### config.mk
export PLATFORM = sky130hd
export DESIGN_NAME = i2c_txn_sequencer
export DESIGN_NICKNAME = d
export VERILOG_FILES = /design/src/rtl/i2c_txn_sequencer.sv
export SDC_FILE = /design/constraint.sdc
export NUM_CORES = 1
export LEC_CHECK = 0
export CORE_ASPECT_RATIO = 0.7
export CORE_MARGIN = 10
export CORE_UTILIZATION = 50
export DETAILED_ROUTE_END_ITERATION = 10
export HOLD_SLACK_MARGIN = 0.02
export PLACE_DENSITY = 0.81
export SYNTH_ARGS = -nofsm -noshare
export SYNTH_HDL_FRONTEND = slang
export SYNTH_SLANG_ARGS = --single-unit
### constraint.sdc
create_clock -name clk -period 5.4 [get_ports clk]
set_clock_uncertainty 0.1 [all_clocks]
set_input_delay 0.54 -clock clk [delete_from_list [all_inputs] [get_ports clk]]
set_output_delay 0.54 -clock clk [all_outputs]
set_load 0.05 [all_outputs]
### src/rtl/i2c_txn_sequencer.sv
// ---------------------------------------------------------------------------
// i2c_txn_sequencer
//
// Purpose: turns one register-level I2C request (device, register pointer,
// direction, 1..MAX_LEN bytes) into the primitive command stream executed by
// the downstream I2C bit/byte driver: START, address, register, optional
// repeated START + read address, data bytes, STOP. Write data is pulled in
// over a valid/ready stream and read data is pushed out over another.
// Completion is reported with a one-cycle done pulse and an error flag that
// is set when the target NACKed any written byte.
//
// Ports:
//   clk, rst_n                    clock, asynchronous active-low reset
//   req_valid/req_ready           host request handshake
//   req_rw/req_dev/req_reg/req_len  request fields (rw: 1 = write, len = n-1)
//   wr_valid/wr_ready/wr_data     write-data stream (wr_ready is a 1-cycle pulse)
//   rd_valid/rd_ready/rd_data     read-data stream
//   done/err                      end-of-transaction pulse and NACK flag
//   eng_cmd_valid/eng_cmd_ready   command handshake to the driver
//   eng_cmd/eng_cmd_byte          command code and byte for WRITE
//   eng_rsp_valid/eng_rsp_byte/eng_rsp_nack  driver response for last command
// ---------------------------------------------------------------------------
module i2c_txn_sequencer #(
    parameter int MAX_LEN = 16
) (
    input  logic                       clk,
    input  logic                       rst_n,
    input  logic                       req_valid,
    output logic                       req_ready,
    input  logic                       req_rw,
    input  logic [6:0]                 req_dev,
    input  logic [7:0]                 req_reg,
    input  logic [$clog2(MAX_LEN)-1:0] req_len,
    input  logic                       wr_valid,
    output logic                       wr_ready,
    input  logic [7:0]                 wr_data,
    output logic                       rd_valid,
    input  logic                       rd_ready,
    output logic [7:0]                 rd_data,
    output logic                       done,
    output logic                       err,
    output logic                       eng_cmd_valid,
    input  logic                       eng_cmd_ready,
    output logic [2:0]                 eng_cmd,
    output logic [7:0]                 eng_cmd_byte,
    input  logic                       eng_rsp_valid,
    input  logic [7:0]                 eng_rsp_byte,
    input  logic                       eng_rsp_nack
);

    localparam int CNT_W = $clog2(MAX_LEN);

    localparam logic [2:0] CMD_START   = 3'd0;
    localparam logic [2:0] CMD_STOP    = 3'd1;
    localparam logic [2:0] CMD_WRITE   = 3'd2;
    localparam logic [2:0] CMD_RD_ACK  = 3'd3;
    localparam logic [2:0] CMD_RD_NACK = 3'd4;

    typedef enum logic [3:0] {
        S_IDLE, S_START, S_DEV_W, S_REG, S_RSTART, S_DEV_R,
        S_WDATA, S_RDATA, S_RDOUT, S_STOP, S_DONE
    } state_t;

    state_t           state;
    logic             rw_q;
    logic [6:0]       dev_q;
    logic [7:0]       reg_q;
    logic [CNT_W-1:0] len_q;
    logic [CNT_W-1:0] cnt;
    logic             err_latch;
    // Set once this state's command has been presented; cleared by its response.
    logic             issued;

    logic       cmd_state;
    logic       can_issue;
    logic       rsp_hit;
    logic       last_byte;
    logic [2:0] cmd_sel;
    logic [7:0] byte_sel;

    // Command code and byte that the current state would issue. The write
    // state only issues once the host offers a byte, so the byte is taken
    // straight from wr_data at the issue edge.
    always_comb begin
        cmd_sel   = CMD_START;
        byte_sel  = 8'h00;
        cmd_state = 1'b1;
        last_byte = (cnt == len_q);
        case (state)
            S_START, S_RSTART: cmd_sel = CMD_START;
            S_DEV_W: begin cmd_sel = CMD_WRITE; byte_sel = {dev_q, 1'b0}; end
            S_REG:   begin cmd_sel = CMD_WRITE; byte_sel = reg_q;          end
            S_DEV_R: begin cmd_sel = CMD_WRITE; byte_sel = {dev_q, 1'b1}; end
            S_WDATA: begin cmd_sel = CMD_WRITE; byte_sel = wr_data;        end
            S_RDATA: cmd_sel = last_byte ? CMD_RD_NACK : CMD_RD_ACK;
            S_STOP:  cmd_sel = CMD_STOP;
            default: cmd_state = 1'b0;
        endcase
        can_issue = cmd_state && !issued && ((state != S_WDATA) || wr_valid);
        // A response only counts once the command has actually been accepted.
        rsp_hit   = cmd_state && issued && !eng_cmd_valid && eng_rsp_valid;
    end

    // Single FSM with registered outputs. Each command state goes through
    // present -> accepted -> response; the case below only decides where to
    // go once the response for this state's command has arrived.
    always_ff @(posedge clk or negedge rst_n) begin
        if (!rst_n) begin
            state         <= S_IDLE;
            rw_q          <= 1'b0;
            dev_q         <= '0;
            reg_q         <= '0;
            len_q         <= '0;
            cnt           <= '0;
            err_latch     <= 1'b0;
            issued        <= 1'b0;
            req_ready     <= 1'b1;
            wr_ready      <= 1'b0;
            rd_valid      <= 1'b0;
            rd_data       <= '0;
            done          <= 1'b0;
            err           <= 1'b0;
            eng_cmd_valid <= 1'b0;
            eng_cmd       <= CMD_START;
            eng_cmd_byte  <= '0;
        end else begin
            wr_ready <= 1'b0;
            done     <= 1'b0;
            err      <= 1'b0;

            if (can_issue) begin
                eng_cmd_valid <= 1'b1;
                eng_cmd       <= cmd_sel;
                eng_cmd_byte  <= byte_sel;
                issued        <= 1'b1;
                if (state == S_WDATA) begin
                    wr_ready <= 1'b1;
                end
            end else if (eng_cmd_valid && eng_cmd_ready) begin
                eng_cmd_valid <= 1'b0;
            end else if (rsp_hit) begin
                issued <= 1'b0;
            end

            case (state)
                S_IDLE: begin
                    if (req_valid && req_ready) begin
                        rw_q      <= req_rw;
                        dev_q     <= req_dev;
                        reg_q     <= req_reg;
                        len_q     <= req_len;
                        cnt       <= '0;
                        err_latch <= 1'b0;
                        req_ready <= 1'b0;
                        state     <= S_START;
                    end
                end
                S_START:  if (rsp_hit) state <= S_DEV_W;
                S_RSTART: if (rsp_hit) state <= S_DEV_R;
                S_DEV_W, S_REG, S_DEV_R: begin
                    if (rsp_hit) begin
                        if (eng_rsp_nack) begin
                            err_latch <= 1'b1;
                            state     <= S_STOP;
                        end else if (state == S_DEV_W) begin
                            state <= S_REG;
                        end else if (state == S_DEV_R) begin
                            state <= S_RDATA;
                        end else begin
                            state <= rw_q ? S_WDATA : S_RSTART;
                        end
                    end
                end
                S_WDATA: begin
                    if (rsp_hit) begin
                        if (eng_rsp_nack) begin
                            err_latch <= 1'b1;
                            state     <= S_STOP;
                        end else if (last_byte) begin
                            state <= S_STOP;
                        end else begin
                            cnt <= cnt + 1'b1;
                        end
                    end
                end
                S_RDATA: begin
                    if (rsp_hit) begin
                        rd_data  <= eng_rsp_byte;
                        rd_valid <= 1'b1;
                        state    <= S_RDOUT;
                    end
                end
                S_RDOUT: begin
                    // The next READ is only issued after the host takes this byte.
                    if (rd_ready) begin
                        rd_valid <= 1'b0;
                        if (last_byte) begin
                            state <= S_STOP;
                        end else begin
                            cnt   <= cnt + 1'b1;
                            state <= S_RDATA;
                        end
                    end
                end
                S_STOP: begin
                    if (rsp_hit) begin
                        done  <= 1'b1;
                        err   <= err_latch;
                        state <= S_DONE;
                    end
                end
                S_DONE: begin
                    req_ready <= 1'b1;
                    state     <= S_IDLE;
                end
                default: state <= S_IDLE;
            endcase
        end
    end

endmodule

==> results.json, run 1 <==
{
  "status": "finished clean",
  "vias": 2109,
  "synthAdderAreaFrac": 0.004550,
  "synth_compound_area_frac": 0.1538,
  "grt_overflow": 0,
  "p_clk_frac": 0.143,
  "hold_violations": 0,
  "synthMostInstantiatedCell": "dfrtp_1",
  "period_minus_slack_ns": 2.467,
  "htreeDepth": 2,
  "clock_latency_ns": 0.32,
  "placementRows": 22,
  "drt-initial-drc-count": 118,
  "synthTopCellsByCount": "dfrtp_1, nand2_1, mux2_1",
  "synth_cell_type_count": 58,
  "finalCritPeriodShare": 0.4569,
  "cap_violations": 0,
  "fp.dieH_um": 82.05,
  "p_int_mw": 1.079,
  "drive_above_1_share": 0.09464,
  "rsz0062_at_grt": "false",
  "netSwitchingFraction": 0.4492,
  "max_freq_mhz": 405.3,
  "grt_first_pass_wirelength_um": 10370,
  "initial_core_util": 0.5204,
  "fin_tns_setup_ns": 0,
  "p_seq_frac": 0.363,
  "setup_viol": 0,
  "r2r.worst_path.cells": 6,
  "r2r-end": "eng_cmd[2]",
  "end_kind": "flip-flop",
  "wl_per_cell_um": 16.44,
  "grt.total_usage": 0.1459,
  "net-switching-power_uw": 880.1,
  "syn2layout_area_growth_pct": 29.66,
  "synth-edff-count": 0,
  "yosysSeqAreaShare": 0.5009,
  "clkSinkCount": 55,
  "ioPinCount": 69,
  "gp_congestion": 0.8916,
  "peakVddDrop_v": 0.0002383,
  "synth_top_area_cell": "dfrtp_1",
  "synth_top_area_share": 0.4914,
  "numCtsBuffers": 5,
  "timing.reg2reg.setup_slack_ns": 2.93,
  "arrival_ns": 2.59,
  "synth_xor_xnor_area_share": 0.01274,
  "hpwl_um": 4792,
  "worstReg2RegStart": "state[0]",
  "ys_warn_count": 0,
  "n_antenna_cell": 0,
  "muxShareOfSynthArea": 0.1424,
  "core_um2": 5285,
  "num-nets-final": 361,
  "grt_max_degree": 56,
  "post_cts_resized": 0,
  "synth-async-reset-ratio": 1.000,
  "totalWireLength_um": 6397,
  "via_per_inst": 5.422,
  "hold_class": "in2async",
  "syn_inst": 253,
  "antenna_found_initial": 0,
  "worst_pin_slew_ns": 0.8387,
  "synth-seq-cells": 55,
  "netlist_area_um2": 2750,
  "grt_pass1_vias": 2071,
  "syn_nets": 298,
  "setup_ws_ns": 2.933,
  "cts.reportedPaths.clkPinSlew_ns": 0.10,
  "power_frac_comb": 0.494,
  "cp_max_fo": 25,
  "slew_viol_final": 0,
  "die_w_um": 108.6,
  "post-cts-setup-buffers": 0,
  "die-area_um2": 8914,
  "relSlewSlack": 0.4409,
  "synth.top_cells.by_area": "dfrtp_1, mux2_1, nand2_1",
  "cts_tree": "yes",
  "ctsHoldBuffers": 0,
  "required_ns": 5.52,
  "postRouteAntennaNets": 0,
  "synthSimpleGateAreaFrac": 0.1465,
  "worstSetupPathType": "reg2reg",
  "cts_root_buf": "clkbuf_8",
  "power_density_nw_per_um2": 549.4,
  "firstDrtPassIters": 5,
  "critPathLaunchType": "flip-flop",
  "leakagePower_nw": 1.527,
  "portBuffers": 68,
  "postSynthAreaPerCell_um2": 10.87,
  "post-place-ws_ns": 2.977,
  "synth_top_family_by_area": "compound AO/OA/AOI/OAI gates",
  "clockBufferDepth": 2,
  "ys.flop_type": "dfrtp_1",
  "post-route-drc-count": 0
}
sequential cells by signal (all words and copies together) (netlist names), 3 cells and up:
| name | count |
|---|---|
| dev_q | 7 |
| eng_cmd | 3 |
| reg_q | 8 |
| len_q | 4 |
| cnt | 4 |
| state | 4 |
| rd_data | 8 |
| eng_cmd_byte | 8 |
layout make-up:
type / count / area (um2)
Inverter: 5 / 18.77
Multi-Input combinational cell: 178 / 1265
Sequential cell: 55 / 1378
Timing Repair Buffer: 71 / 698.2
Clock buffer: 5 / 68.82
Tap cell: 72 / 90.09
Fill cell: 431 / 1719
Clock inverter: 3 / 47.55
logic make-up after synthesis:
group	Yosys count
buf+inv	20
fa+ha+maj	1
simple gates	74
xor+xnor	4
flops	55
mux	35
compound gates	64
placed cells by master (no fill, tap or decap), types with 2 or more instances in the layout:
master / synthesis / routed
mux2_2: 8 / 8
nor2b_1: 2 / 2
mux2i_1: 5 / 5
clkbuf_8: 0 / 5
o21ai_1: 9 / 9
nor2_1: 13 / 13
nand3_1: 7 / 7
or3_1: 2 / 2
o21ai_0: 13 / 13
nand3b_1: 3 / 3
nand4_1: 2 / 2
clkdlybuf4s50_1: 0 / 67
buf_4: 3 / 3
a22oi_1: 7 / 7
nor3_1: 2 / 2
inv_1: 5 / 5
o31ai_1: 5 / 5
xnor2_1: 4 / 4
o211ai_1: 3 / 3
mux2_1: 21 / 21
nand2b_1: 2 / 2
a21oi_1: 12 / 12
o2bb2ai_1: 2 / 2
dfrtp_1: 54 / 54
nand2_1: 26 / 26
routing by layer:
layer | part of all wire | vias up | GRT usage
met5 | 0 | - | 0
met4 | 0.0095 | 0 | 0.05512
met3 | 0.072 | 4 | 0.03597
met2 | 0.45 | 74 | 0.2218
met1 | 0.47 | 989 | 0.1979
li1 | - | 1042 | -
stage by stage:
stage | cells | cell area [um2] | hold slack, ns | util | total power [mW]
final | 389 | 3566 | 0.2333 | 0.6747 | 1.959
after global routing | 389 | 3566 | 0.2883 | 0.6747 | 2.082
after CTS | 389 | 3566 | 0.2670 | 0.6747 | 1.972
after detailed placement | 381 | 3450 | 0.3731 | 0.6527 | 1.689
after global placement | 381 | 3450 | 0.3624 | 0.6527 | 1.668
after floorplan | 253 | 2750 | 0.1444 | - | 1.397
power by group through the flow:
stage          clock network [mW]  registers [mW]  logic (mW)
6_report                    0.281           0.711       0.967
5_1_grt                     0.303           0.735        1.05
4_1_cts                     0.287           0.711       0.974
3_5_place_dp                    0           0.720       0.969
3_3_place_gp                    0           0.714       0.955
2_1_floorplan                   0           0.883       0.514
worst max-delay path by stage:
| stage | endpoint | slack [ns] | start |
|---|---|---|---|
| 6_report | eng_cmd[2] | 2.93 | state[0] |
| 5_1_grt | eng_cmd[2] | 2.70 | state[0] |
| 4_1_cts | eng_cmd[2] | 2.94 | state[0] |
| 3_5_place_dp | eng_cmd[2] | 2.98 | state[0] |
| 3_3_place_gp | eng_cmd[1] | 3.02 | state[0] |
| 2_1_floorplan | cnt[0] | 3.52 | req_ready |
worst max-delay path: stages (launching register included):
cell and delay (ns):
dfrtp_1 0.70, and2b_1 0.39, a21oi_1 0.08, o21ai_1 0.65
buf_4 0.31, nand2_1 0.07, o31ai_1 0.07
Note: power is estimated with default switching activity, not from simulation.
==> run 2, diff against run 1 <==
--- a/config.mk
+++ b/config.mk
@@ -7,10 +7,10 @@
 export LEC_CHECK = 0
 export CORE_ASPECT_RATIO = 0.7
 export CORE_MARGIN = 10
-export CORE_UTILIZATION = 50
+export CORE_UTILIZATION = 49
 export DETAILED_ROUTE_END_ITERATION = 10
 export HOLD_SLACK_MARGIN = 0.02
-export PLACE_DENSITY = 0.81
+export PLACE_DENSITY = 0.8
 export SYNTH_ARGS = -nofsm -noshare
 export SYNTH_HDL_FRONTEND = slang
 export SYNTH_SLANG_ARGS = --single-unit
==> constraint.sdc (replaced) <==
create_clock -name clk -period 2.45 [get_ports clk]
set_clock_uncertainty 0.1 [all_clocks]
set_input_delay 0.245 -clock clk [delete_from_list [all_inputs] [get_ports clk]]
set_output_delay 0.245 -clock clk [all_outputs]
set_load 0.05 [all_outputs]
==> results.json, run 2 (same netlist as run 1, synthesis figures left out) <==
{
  "grt_pass1_vias": 2167,
  "power_density_nw_per_um2": 1233,
  "clockBufferDepth": 2,
  "fp.dieH_um": 82.68,
  "hold_violations": 0,
  "grt_overflow": 0,
  "post-cts-setup-buffers": 0,
  "end_kind": "flip-flop",
  "grt.total_usage": 0.1458,
  "p_int_mw": 2.543,
  "worstSetupPathType": "reg2reg",
  "p_clk_frac": 0.159,
  "power_frac_comb": 0.511,
  "min_delay_path_depth": 1,
  "path_depth": 6,
  "period_minus_slack_ns": 2.247,
  "final_common_cell": "clkdlybuf4s50_1",
  "worst_pin_slew_ns": 0.8565,
  "slew_viol_final": 0,
  "cp_num_buf_inv": 1,
  "gp_congestion": 0.9730,
  "cp_max_fo": 14,
  "peakVddDrop_v": 0.0004676,
  "setup_viol": 0,
  "vias": 2207,
  "crit_path_max_incr_delay_ns": 0.54,
  "n_antenna_cell": 0,
  "arrival_ns": 2.36,
  "placementRows": 22,
  "critPathTopFamily": "simple AND/OR/NAND/NOR gates",
  "firstDrtPassIters": 4,
  "post_cts_resized": 0,
  "portBuffers": 68,
  "critical_path.startpoint": "state[1]",
  "wl_per_cell_um": 16.06,
  "numCtsBuffers": 5,
  "cap_violations": 0,
  "initial_core_util": 0.5150,
  "finalCritPeriodShare": 0.9173,
  "top_layer_used": "met4",
  "grt_first_pass_wirelength_um": 10540,
  "grt_max_degree": 41,
  "totalWireLength_um": 6377,
  "max_freq_mhz": 445.0,
  "layout.cells.non_filler": 397,
  "clock_latency_ns": 0.31,
  "timing.reg2reg.setup_slack_ns": 0.20,
  "r2r.worst_path.cells": 6,
  "netSwitchingFraction": 0.4352,
  "net-switching-power_mw": 1.959,
  "crit_path_top_delay_cell": "dfrtp_1",
  "antenna_found_initial": 0,
  "postRouteAntennaNets": 0,
  "die_w_um": 109.5,
  "status": "finished clean",
  "min_from": "err_latch",
  "hpwl_um": 4923,
  "ioPinCount": 69,
  "drt-initial-drc-count": 115,
  "worstReg2RegStart": "state[1]",
  "post-route-drc-count": 0,
  "critPathLaunchType": "flip-flop",
  "dp_cells": 388,
  "wl_met1_um": 2855,
  "wl_met2_um": 2830,
  "core_um2": 5340,
  "top_regs": "eng_cmd_byte (8), rd_data (8), reg_q (8)",
  "rsz0062_at_grt": "false",
  "wl_met3_um": 602,
  "num-nets-final": 369,
  "cts_tree": "yes",
  "ff_latch_area_um2": 1378,
  "hold_class": "reg2reg",
  "cts.reportedPaths.clkPinSlew_ns": 0.10,
  "worstPathCellList": "buf_4 > nor3_4 > nand3_1 > o211ai_1 > and2_4 > mux2_4",
  "clkSinkCount": 55,
  "drive_above_1_share": 0.1138,
  "syn2layout_area_growth_pct": 32.80,
  "die-area_um2": 9057,
  "via_per_inst": 5.559,
  "fin_tns_setup_ns": 0,
  "relSlewSlack": 0.4290,
  "p_seq_frac": 0.330,
  "required_ns": 2.56,
  "cts_root_buf": "clkbuf_8",
  "n_fill_cell": 420,
  "htreeDepth": 2,
  "leakagePower_nw": 1.577,
  "crit_end": "cnt[0]",
  "multi_input_area_um2": 1265,
  "r2r-end": "cnt[0]",
  "final_cell_mix": "clkdlybuf4s50_1, dfrtp_1, nand2_1"
}
==> run 2: changes by cell type in the layout (fill, tap and decap cells not counted), sizes merged <==
| cell | delta |
|---|---|
| buf | +7 |
| bufinv | +1 |
| clkinv | -1 |
| dlygate4sd3 | +1 |
==> run 2: area by class of cell <==
class                      count  area share
clock buffer                   5     0.01884
clock inverter                 3     0.01953
inverter                       5    0.005139
multi-input combinational    178      0.3464
sequential                    55      0.3772
tap                           72     0.02467
timing repair buffer          79      0.2083
==> run 2: power groups by stage <==
stage,clock network (mW),registers (mW),logic [mW]
2_1_floorplan,0,1.95,1.13
4_1_cts,0.733,1.48,2.30
3_5_place_dp,0,1.50,2.29
5_1_grt,0.773,1.53,2.49
6_report,0.717,1.49,2.30
3_3_place_gp,0,1.49,2.26
==> run 2: routing by layer <==
metal / GRT usage / up-vias
li1: - / 1057
met1: 0.1996 / 1053
met2: 0.2203 / 90
met3: 0.03480 / 7
met4: 0.05440 / 0
met5: 0 / -
==> run 2: metrics by stage <==
step	util	area [um2]	power (mW)	hold WS [ns]	setup WS [ns]
after floorplan	-	2750	3.078	-0.1506	0.5734
after global placement	0.6558	3502	3.752	0.3037	0.3579
after detailed placement	0.6558	3502	3.793	0.3056	0.2576
after CTS	0.6839	3652	4.519	0.3880	0.2477
after global routing	0.6839	3652	4.791	0.3794	0.09463
final	0.6839	3652	4.503	0.3798	0.2027
==> run 2: worst min-delay path by stage <==
stage	to	slack (ns)
floorplan	cnt[0]	-0.15
global placement	dev_q[1]	0.30
detailed placement	dev_q[0]	0.31
CTS	err	0.39
global route	eng_cmd_valid	0.38
finish	err	0.38
==> run 2: repair_timing <==
action | 4_1_cts | 5_1_grt
setup endpoints to repair | 0 | 0
hold endpoints to repair | 38 | 0
hold buffers | 1 | 0
==> run 3, diff against run 2 <==
--- a/config.mk
+++ b/config.mk
@@ -11,6 +11,7 @@
 export DETAILED_ROUTE_END_ITERATION = 10
 export HOLD_SLACK_MARGIN = 0.02
 export PLACE_DENSITY = 0.8
+export SLEW_MARGIN = 20
 export SYNTH_ARGS = -nofsm -noshare
 export SYNTH_HDL_FRONTEND = slang
 export SYNTH_SLANG_ARGS = --single-unit
==> results of run 3 <==
Same layout as run 2: the final DEF is identical, and so are final timing and power.
==> variant: new RTL, flow settings as in run 3 <==
Make the reset (`rst_n`) synchronous in one clocked block. Comments in the files are not updated.
--- a/src/rtl/i2c_txn_sequencer.sv
+++ b/src/rtl/i2c_txn_sequencer.sv
@@ -104,7 +104,7 @@
     // Single FSM with registered outputs. Each command state goes through
     // present -> accepted -> response; the case below only decides where to
     // go once the response for this state's command has arrived.
-    always_ff @(posedge clk or negedge rst_n) begin
+    always_ff @(posedge clk) begin
         if (!rst_n) begin
             state         <= S_IDLE;
             rw_q          <= 1'b0;
Check against the original RTL: differs if rst_n is asserted again (counterexample within 4 cycles, from zero or initial values and one cycle with rst_n low); with rst_n held inactive, the same outputs for 10 cycles.
==> variant against run 3 <==
  * Setup slack better by 0.024 ns
  * Critical path depth is 1 lower
  * Sequential cell count stayed put
  * Routed wire length is 13% higher
  * Final area is 7.7% lower
  * Combinational power is 28% lower
  * Area after synthesis is 7.1% lower
  * Power is 24% lower
  * Global-route usage is 2.4 points higher
  * Count of clock-buffer cells in the layout is 1 higher
  * Critical path type unchanged
  * Critical endpoint is now cnt[3]$_SDFFE_PN0P_
  * Largest cell class is now multi-input gates
==> variant: results (changes against run 3) <==
Status
  – Status: complete, no violations

Synth
  – Multiplexer share of the synthesized area: 4.75% (-9.5 points)
  – Synth top area cells: dfxtp_1, nand2_1, a21oi_1
  – Synth Area in Compound Gates: 22.4% (+7.0 points)
  – Post-Synth XOR/XNOR Area: 1.71% (+0.44 points)
  – Most instantiated cells after synthesis: nand2_1, dfxtp_1, a21oi_1
  – Predominant post-synthesis flop cell: dfxtp_1
  – Synth Area in Adders: 0.490% (+0.035 points)
  – Post-synthesis sequential area ratio: 43.1% (-7.0 points)

Cells and area
  – Layout cells sized above 1: 7.86% (-3.5 points)

Setup path
  – Max incr delay on CP: 0.80 ns (+0.26 ns)
  – Worst-path maximum fanout: 20 (+6)
  – CP max stage cell: dfxtp_1
  – Reg2reg start: state[2]$_SDFFE_PN0P_
  – CP endpoint: cnt[3]$_SDFFE_PN0P_
  – Top delay family on crit path: flip-flops

Placement
  – Post-Place Cell Area: 3280 sq um (-6.2%)
  – Placed Cells: 430 (+11%)
  – Post-place setup slack: 0.280 ns (+0.0228 ns)
  – Dpl hpwl: 5450 um (+11%)
  – Gpl congestion: 0.984 (+1.1%)

Power and ir drop
  – Worst vdd ir: 0.554 mV (+18%)
  – Leakage: 1.25 nW (-21%)

Timing
  – Max-Slew Margin vs Limit: 50.8% (+7.9 points)
  – Minimum clock period: 2.22 ns (-0.0242 ns)

Global route
  – Global-route wire length before repair: 11700 um (+11%)
  – Vias in the first global route: 2336 (+7.8%)
  – All-Layer GR Usage: 16.9% (+2.4 points)

Routing
  – Final WL: 7220 um (+13%)
  – Initial drt markers: 149 (+30%)
==> variant: layout make-up <==
type / count / area [sq um]
Sequential cell: 55 / 1100
Multi-Input combinational cell: 220 / 1320
Clock inverter: 2 / 12.5
Tap cell: 69 / 86.3
Clock buffer: 6 / 72.6
Fill cell: 429 / 1540
Inverter: 9 / 33.8
Timing Repair Buffer: 77 / 748
==> variant: how the worst min path moves through the flow <==
stage / start / end / slack [ns] / depth (start not counted)
after global routing: req_reg[3] / reg_q[3]$_SDFFE_PN0P_ / 0.37 / 3
after CTS: dev_q[1]$_SDFFE_PN0P_ / dev_q[1]$_SDFFE_PN0P_ / 0.36 / 2
after global placement: dev_q[5]$_SDFFE_PN0P_ / dev_q[5]$_SDFFE_PN0P_ / 0.34 / 2
after detailed placement: dev_q[1]$_SDFFE_PN0P_ / dev_q[1]$_SDFFE_PN0P_ / 0.35 / 2
final: dev_q[2]$_SDFFE_PN0P_ / dev_q[2]$_SDFFE_PN0P_ / 0.36 / 2
after floorplan: rst_n / eng_cmd_byte[0]$_SDFFE_PN0P_ / 0.27 / 1
==> variant: power breakdown <==
| group | leakage (nW) | internal [W] | switching [W] |
|---|---|---|---|
| sequential | 0.448 | 0.00107 | 0.000213 |
| combinational | 0.762 | 0.000669 | 0.000990 |
| clock | 0.0412 | 0.000201 | 0.000293 |
| total | 1.25 | 0.00194 | 0.00150 |
==> variant: tightest hold or removal path, stage by stage, from the launching register on <==
cell     delay, ns
dfxtp_1       0.32
nand2_1       0.05
a21oi_1       0.05
==> variant: routing by layer <==
layer  GRT usage, %  part of all wire [%]  wire length, um
met4           5.39                   1.3               95
met5              0                     0                0
met3           5.58                   7.5              538
met1           21.8                    46             3290
met2           26.3                    46             3290
